$ cat src/rtl/instr_fetch.sv
// Instruction fetch sequencer: reads one word from program memory at pc on a
// control-unit request and hands it to the instruction register with a
// one-cycle ir_load strobe. It owns the program counter, including the
// post-fetch increment and the jump load.
// Optional feature: define FETCH_TIMEOUT_EN to abandon a memory request that
// receives no ack within TIMEOUT_CYC cycles. The abandoned fetch is reported
// with a one-cycle fetch_err pulse.
module instr_fetch #(
  parameter int ADDR_W      = 4,
  parameter int DATA_W      = 8,
  parameter int RESET_PC    = 0,
  parameter int TIMEOUT_CYC = 15
) (
  input  logic              clk,
  input  logic              clear_n,
  input  logic              fetch_req,
  input  logic              pc_load,
  input  logic [ADDR_W-1:0] pc_load_val,
  output logic [ADDR_W-1:0] mem_addr,
  output logic              mem_rd,
  input  logic              mem_ack,
  input  logic [DATA_W-1:0] mem_data,
  output logic [DATA_W-1:0] ir_data,
  output logic              ir_load,
  output logic              busy,
  output logic              fetch_done,
  output logic [ADDR_W-1:0] pc,
  output logic              fetch_err
);

  typedef enum logic [1:0] {
    IDLE = 2'd0,
    REQ  = 2'd1,
    LOAD = 2'd2
  } state_t;

  state_t state;

  // Reject configurations that cannot produce a working timeout.
  if (TIMEOUT_CYC < 1) begin : g_bad_timeout
    $error("instr_fetch: TIMEOUT_CYC must be at least 1");
  end

  // The memory address is the program counter itself. It is stable during
  // REQ because pc changes only in IDLE and LOAD.
  assign mem_addr = pc;

`ifdef FETCH_TIMEOUT_EN
  localparam int TW = $clog2(TIMEOUT_CYC + 1);
  logic [TW-1:0] tmo_cnt;
`else
  assign fetch_err = 1'b0;
`endif

  // Fetch FSM together with all of its registered outputs and the program counter.
  always_ff @(posedge clk or negedge clear_n) begin
    if (!clear_n) begin
      state      <= IDLE;
      pc         <= ADDR_W'(RESET_PC);
      ir_data    <= '0;
      mem_rd     <= 1'b0;
      ir_load    <= 1'b0;
      fetch_done <= 1'b0;
      busy       <= 1'b0;
`ifdef FETCH_TIMEOUT_EN
      tmo_cnt    <= '0;
      fetch_err  <= 1'b0;
`endif
    end else begin
      // Strobes are high for a single cycle only.
      ir_load    <= 1'b0;
      fetch_done <= 1'b0;
`ifdef FETCH_TIMEOUT_EN
      fetch_err  <= 1'b0;
`endif
      case (state)
        IDLE: begin
          // Apply the jump first, so a fetch requested in the same cycle
          // reads from the new pc.
          if (pc_load) pc <= pc_load_val;
          if (fetch_req) begin
            state  <= REQ;
            mem_rd <= 1'b1;
            busy   <= 1'b1;
`ifdef FETCH_TIMEOUT_EN
            tmo_cnt <= '0;
`endif
          end
        end
        REQ: begin
          // An ack takes priority over a timeout that expires on the same edge.
          if (mem_ack) begin
            ir_data    <= mem_data;
            mem_rd     <= 1'b0;
            ir_load    <= 1'b1;
            fetch_done <= 1'b1;
            state      <= LOAD;
          end
`ifdef FETCH_TIMEOUT_EN
          else if (tmo_cnt == TW'(TIMEOUT_CYC - 1)) begin
            mem_rd    <= 1'b0;
            busy      <= 1'b0;
            fetch_err <= 1'b1;
            state     <= IDLE;
          end else begin
            tmo_cnt <= tmo_cnt + TW'(1);
          end
`endif
        end
        LOAD: begin
          pc    <= pc + ADDR_W'(1);
          busy  <= 1'b0;
          state <= IDLE;
        end
        default: begin
          state  <= IDLE;
          mem_rd <= 1'b0;
          busy   <= 1'b0;
        end
      endcase
    end
  end

endmodule

$ cat config.mk
export PLATFORM = sky130hd
export DESIGN_NAME = instr_fetch
export DESIGN_NICKNAME = d
export VERILOG_FILES = /design/src/rtl/instr_fetch.sv
export SDC_FILE = /design/constraint.sdc
export NUM_CORES = 1
export LEC_CHECK = 0
export CORE_ASPECT_RATIO = 1.5
export CORE_MARGIN = 1.5
export CORE_UTILIZATION = 30
export DETAILED_ROUTE_END_ITERATION = 10
export PLACE_DENSITY = 0.62
export SKIP_CTS_REPAIR_TIMING = 1
export SLEW_MARGIN = 20
export SYNTH_ARGS = -nofsm -noshare
export SYNTH_HDL_FRONTEND = slang
export SYNTH_SLANG_ARGS = --single-unit
$ cat constraint.sdc
create_clock -name clk -period 1.7 [get_ports clk]
set_input_delay 0.425 -clock clk [delete_from_list [all_inputs] [get_ports clk]]
set_output_delay 0.425 -clock clk [all_outputs]
set_load 0.005 [all_outputs]
-- Word level (Yosys, flattened, before mapping)
Cells that the tools add are included.
- memory bits (read-only): 0
- word-level logic and storage cells: 32
- register bits after elaboration: 17
- bits in latches: 0
- bits in writable memories: 0
- memories: 0
- output and inout bits: 21
- bits of input ports: 17
- shifts and indexed selects: 0
- bitwise operators: 2
- muxes and demuxes: 11
- divide/modulo/power cells: 0
- reduce and logical (&&, ||, !) cells: 7
- multiply operators: 0
- $lt $le $gt $ge: 0
- equal/unequal tests: 5
- $add $sub $neg: 1
- operators with widths (cell ; count):
    $pmux W4 S2 ; 1
    $reduce_and A2 Y1 ; 4
    $ne A2 B2 Y1 const B ; 3
    $add A4 B1 Y4 const B ; 1
    $mux W1 ; 4
    $mux W2 ; 2
    $mux W4 ; 1
    $pmux W2 S2 ; 1
    $pmux W1 S3 ; 1
    $reduce_and A3 Y1 ; 1
    $eq A2 B1 Y1 const B ; 1
    $eq A2 B2 Y1 const B ; 1
    $logic_not A2 Y1 ; 1
    $not A1 Y1 ; 2
    $pmux W1 S2 ; 1
    $reduce_bool A2 Y1 ; 1

-- Depth between registers and ports, before layout
Gate-level depths: netlist of run 1.
- word-level depth: 3
- gate-level depth with buffers: 4
- depth with buffers taken out: 4

-- Least setup slack after synthesis of run 1
Ideal clock, no wire load.
- path type: flip-flop to flip-flop
- start: register state[1]
- end: register ir_data[0]
- setup slack: 0.343 ns
- period minus slack after synthesis: 1.357 ns
- cell stages (with the launch flop): 4
- data required time: 1.575 ns
- arrival: 1.232 ns
- buffers on the path: 1
- setup time: 0.125 ns
- cells stage by stage: dfrtp_1 -> buf_2 -> nor3_4 -> mux2_2
- word-level cells in the longest chain between the ends: 2
- ends and longest elaborated chain (what ; RTL line ; text):
    start: declaration ; 37 ; state_t state;
    start signal: assignment ; 58 ; state <= IDLE;
    start signal: assignment ; 82 ; state <= REQ;
    start signal: assignment ; 97 ; state <= LOAD;
    $eq A2 B1 Y1 ; 76 ; case (state)
    $reduce_and A2 Y1 (no source line) ; n/a ;
    end signal: assignment ; 93 ; ir_data <= mem_data;
    end: declaration ; 23 ; output logic [DATA_W-1:0] ir_data,
No other way between the ends.
A chain may end at the register's enable or synchronous reset.

-- Worst setup path after layout of run 1
- start: register pc[3] (netlist: mem_addr[3])
- end: output port mem_addr[3]
- RTL lines (what ; RTL line ; text):
    start: declaration ; 27 ; output logic [ADDR_W-1:0] pc,
    start signal: assignment ; 59 ; pc <= ADDR_W'(RESET_PC);
    start signal: assignment ; 80 ; if (pc_load) pc <= pc_load_val;
    start signal: assignment ; 111 ; pc <= pc + ADDR_W'(1);
    end: declaration ; 19 ; output logic [ADDR_W-1:0] mem_addr,
No word-level cell between the ends.

==> results of run 1 <==
## flip-flops by register name, summed over array words and instances (netlist names)
register	flops
mem_rd	1
ir_data	8
busy	1
fetch_done	1
state	2
mem_addr	4
## routing by layer
metal  share of wire  wire (µm)
met1            0.39        647
met2            0.54        896
met3           0.063        104
met4          0.0084         14
met5               0          0
## metrics by stage
stage / setup WS (ps) / instance area, µm² / hold slack, ps
2_1_floorplan: 342.9 / 790.8 / 129.4
3_3_place_gp: 15.47 / 1170 / 483.9
3_5_place_dp: -6.977 / 1170 / 492.6
4_1_cts: -25.76 / 1196 / 461.5
5_1_grt: 10.40 / 1222 / 460.8
6_report: 72.17 / 1222 / 459.4
## power by group through the flow
stage / sequential [W] / clock (W) / combinational, W
detailed placement: 0.000736 / 0 / 0.000868
floorplan: 0.000729 / 0 / 0.000375
global route: 0.000723 / 0.000238 / 0.00105
global placement: 0.000728 / 0 / 0.000852
CTS: 0.000728 / 0.000217 / 0.000872
finish: 0.000698 / 0.000204 / 0.000951
## layout make-up
cell class / count / area (µm²)
tap: 24 / 30.03
clock buffer: 4 / 26.28
inverter: 3 / 11.26
timing repair buffer: 44 / 432.9
fill: 243 / 1255
multi-input combinational: 40 / 292.8
sequential: 17 / 429.2
## cells by family (layout without fill, tap and decap cells)
| kind of cell | Yosys count | after routing |
|---|---|---|
| DFF | 17 | 17 |
| and+or+nand+nor | 16 | 16 |
| AOI/OAI and AO/OA | 14 | 14 |
| buffers and inverters | 11 | 51 |
| muxes | 8 | 8 |
| adders and majority gates | 1 | 1 |
| other | 1 | 1 |
## final timing paths
check,cells after the start,endpoint,from,slack [ps]
setup / recovery,1,mem_addr[3],mem_addr[3],70
hold / removal,2,mem_rd,clear_n,460
setup reg to reg,4,mem_addr[2],mem_addr[0],420
hold reg to reg,2,busy,busy,510
max in group asynchronous,2,mem_addr[0],clear_n,1030
min in group clk,2,busy,busy,510
## cell usage in the layout, fill, tap and decap left out, drive strengths merged, types with 2 or more instances in the layout
cell	instances
nand2b	2
nand3	2
a21oi	6
inv	3
mux2	8
nor3	2
o22ai	4
nor2	5
clkbuf	4
clkdlybuf4s50	36
buf	8
dfrtp	17
==> run_results.csv, run 1 <==
group,metric,value,unit
status,status,"finished, final reports clean",
synth,syn_nets,86,
floorplanning,coreArea,2477,µm²
power,switching_share,0.2903,
flow_run,drv_cap,0,
global_route,grt_use_met2,0.2232,
synth,ys_seq_area_frac,0.5380,
drt,drc_errors,0,
synth,synthTopCellsByCount,"17 x dfrtp_1, 8 x mux2_2, 6 x a21oi_1, 6 x buf_4, 5 x nor2_1",
global_route,met1_usage,0.1357,
drt,vias,659,
synth,synth_area_leaders,"dfrtp_1 54%, mux2_2 11%, buf_4 5.7%, a21oi_1 3.8%, o22ai_1 3.2%",
power,power.share.sequential,0.377,
timing,clock_skew,5.500,ps
setup_path,max_stage_delay,520,ps
power,power,0.001853,W
setup_path,crit_buf_inv,1,
power,power_density,1516,nW/µm²
cts,insertion_delay,280,ps
drt,routed_wl,1662,µm
timing,drv_slew,0,
timing,finalCritPeriodShare,0.9575,
synth,synthSimpleGateAreaFrac,0.1297,
cts,htreeDepth,1,
drt,viasPerCell,4.992,
global_route,top_usage_layer,"met2",
drt,route.antenna.remaining_nets,0,
synth,synth_edf_count,0,
power,ir_worst_vdd,0.5720,mV
global_route,grt.overflow.total,0,
synth,synth_seq_cells,17,
floorplanning,die_height,65.88,µm
finish,stdcell_count,132,
setup_path,cp.required,1270,ps
finish,area_delta_synth_final,54.59,%
drt,wire_per_inst,12.59,µm
global_route,grt_pass1_vias,669,
synth,syn_avg_cell_area,11.63,µm²
global_route,grt_pass1_wl,2766,µm
finish,fin_nets,127,
place,place.gp.congestion,0.7897,
setup_path,critPathTopFamily,"buffers and inverters",
floorplanning,die_w,44.92,µm
power,p_leak,0.5032,nW
cts,cts_tree,"done",
synth,yosysMostFrequentCell,"dfrtp_1",
setup_path,crit_chain,"clkdlybuf4s50_1",
floorplanning,num_rows,22,
setup_path,critical_path_class,"flip-flop to output pin",
cts,clkTransAtPathRegs,90,ps
floorplanning,dieArea,2959,µm²
place,place_hpwl,1257,µm
timing,finalSetupTns,0,ps
synth,synth_compound_area_frac,0.1060,
power,power_frac_comb,0.513,
cts,cts_root_buffer,"clkbuf_4",
drt,drtIter0Drc,17,
timing,hold_viol_final,0,
synth,ys_types,24,
finish,final_layout_size_suffix_gt1_frac,0.2130,
timing,rsz0062_at_grt,"false",
cts,cts_buffers,3,
place,port_buffers,36,
synth,synth_top_area_cell,"dfrtp_1",
finish,final_core_util,0.4934,
timing,setup_viol,0,
finish,n_antenna_cell,0,
synth,synth_area,790.8,µm²
synth,synth_top_family_by_area,"simple AND/OR/NAND/NOR gates",
place,dpl.cell_count,125,
setup_path,cp_max_fo,5,
synth,synth_top_cell_area_share,0.5380,
setup_path,cp_slowest_cell,"clkdlybuf4s50_1",
power,p_clk_frac,0.110,
floorplanning,ios,38,
synth,synthMuxAreaShare,0.1139,
global_route,track_usage,0.1282,
min_path,min_path_type,"input port to asynchronous set/reset pin",
setup_path,startpoint_type,"flip-flop",
synth,synthXorXnorAreaFrac,0,
synth,yosys_warnings,0,
power,switching_power,0.0005378,W
global_route,antenna_found_initial,0,
setup_path,arrival,1200,ps
global_route,grt_max_degree,18,
timing,period_needed,1628,ps
setup_path,cp-end-kind,"output pin",
floorplanning,initial_core_util,0.3192,
cts,cts_max_path_buffers,2,
synth,synth_flop_cell,"dfrtp_1",
timing,fmax,0.6143,GHz
global_route,grt_util_met3,0.03279,
power,cell_internal_pwr,0.001315,W
synth,synth_fa_ha_area_frac,0.01582,
cts,clock-sinks,17,
synth,async_flop_share,1.000,
synth,syn_inst,68,
drt,first_pass_iters,4,
(Power assumes the default switching activity.)
==> run 2, diff against run 1 <==
REMOVE_ABC_BUFFERS = 1   (was unset)
==> run_results.csv, run 2 (synthesis gave the netlist of run 1 again) <==
group,metric,value,unit
flow_run,drv_cap,0,
drt,vias,645,
setup_path,cp_slowest_cell,"clkdlybuf4s50_1",
drt,wl_met1,682,µm
timing,clock_skew,3.054,ps
floorplanning,initial_core_util,0.3192,
power,power_density,1490,nW/µm²
power,p_leak,0.5068,nW
setup_path,cp.required,1270,ps
finish,final_core_util,0.4833,
drt,met3_length,98,µm
floorplanning,num_rows,22,
floorplanning,coreArea,2477,µm²
power,power,0.001785,W
finish,area_delta_synth_final,51.42,%
finish,final_cell_mix,"34 x clkdlybuf4s50_1, 14 x dfrtp_1, 8 x mux2_2",
finish,top_register,"ir_data",
power,ir_worst_vdd,0.6156,mV
global_route,grt_pass1_wl,2815,µm
timing,fmax,0.6123,GHz
floorplanning,dieArea,2959,µm²
global_route,grt_pass1_vias,660,
drt,routed_wl,1698,µm
timing,hold_viol_final,0,
status,status,"finished, final reports clean",
timing,period_needed,1633,ps
floorplanning,ios,38,
setup_path,arrival,1210,ps
setup_path,cp_max_fo,7,
floorplanning,die_w,44.92,µm
finish,final_layout_size_suffix_gt1_frac,0.1827,
drt,drc_errors,0,
global_route,grt.overflow.total,0,
place,port_buffers,36,
cts,clock-sinks,17,
setup_path,max_stage_delay,510,ps
timing,rsz0062_at_grt,"false",
finish,n_antenna_cell,0,
setup_path,critical_path_class,"flip-flop to output pin",
setup_path,crit_buf_inv,1,
drt,met2_length,917,µm
cts,insertion_delay,270,ps
global_route,track_usage,0.1281,
finish,final_common_cell,"clkdlybuf4s50_1",
min_path,min_path_type,"input port to asynchronous set/reset pin",
finish,largest_reg_flops,8,
global_route,antenna_found_initial,0,
cts,cts_max_path_buffers,2,
place,dp_slack,-32.07,ps
timing,finalCritPeriodShare,0.9607,
global_route,grt_max_degree,18,
finish,fin_nets,123,
timing,fin_hold_ws,464.0,ps
drt,wire_per_inst,13.27,µm
timing,worst_slack,66.78,ps
cts,htreeDepth,1,
cts,cts_buffers,3,
cts,cts_root_buffer,"clkbuf_4",
drt,first_pass_iters,6,
place,place.gp.congestion,0.8012,
finish,n_fill_cell,246,
floorplanning,die_height,65.88,µm
setup_path,cp-end-kind,"output pin",
cts,clkTransAtPathRegs,90,ps
drt,drtIter0Drc,28,
drt,viasPerCell,5.039,
cts,cts_tree,"done",
place,place_hpwl,1331,µm
drt,route.antenna.remaining_nets,0,
timing,drv_slew,0,
timing,finalSetupTns,0,ps
drt,top_layer,"met3",
setup_path,critPathTopFamily,"buffers and inverters",
timing,setup_viol,0,
setup_path,crit_chain,"clkdlybuf4s50_1",
setup_path,startpoint_type,"flip-flop",
## run 2: changes by cell type in the layout (fill, tap and decap cells not counted), sizes merged
| cell | change |
|---|---|
| clkdlybuf4s50 | -2 |
| dlymetal6s2s | +2 |
| buf | -4 |
## run 2: worst paths after layout
check                       startpoint           to  slack, ps  cells past startpoint
max                        mem_addr[2]  mem_addr[2]         70                      1
min                            clear_n       mem_rd        460                      2
max reg2reg                   state[0]  mem_addr[3]        450                      4
min reg2reg                 ir_data[0]   ir_data[0]        520                      1
max in group asynchronous      clear_n  mem_addr[2]       1030                      2
min in group clk            ir_data[0]   ir_data[0]        520                      1
## run 2: routing by layer
metal	track usage	up-vias
li1	-	305
met1	0.1372	314
met2	0.2357	26
met3	0.02732	0
met4	0.04412	0
met5	0	-
## run 2: final cells by class
class / instances / area [µm²] / share of cell area
Clock buffer: 4 / 26.28 / 0.02194
Inverter: 3 / 11.26 / 0.009404
Multi-Input combinational cell: 40 / 292.8 / 0.2445
Sequential cell: 17 / 429.2 / 0.3584
Tap cell: 24 / 30.03 / 0.02508
Timing Repair Buffer: 40 / 407.9 / 0.3406
## run 2: stage by stage
stage               instance area (µm²)  std cells
floorplan                         729.5         60
global placement                   1162        124
detailed placement                 1162        124
CTS                                1189        128
global route                       1197        128
finish                             1197        128
## run 2: report_power, final
group | switching, W | internal (W)
combinational | 0.000271 | 0.000582
sequential | 0.000142 | 0.000589
clock | 0.000109 | 0.0000908
## run 2: worst register-to-register path, delay by kind of cell, from the launching register on
family        cells  cell delay (ps)
buf+inv           1              160
flops             1              390
simple gates      3              650
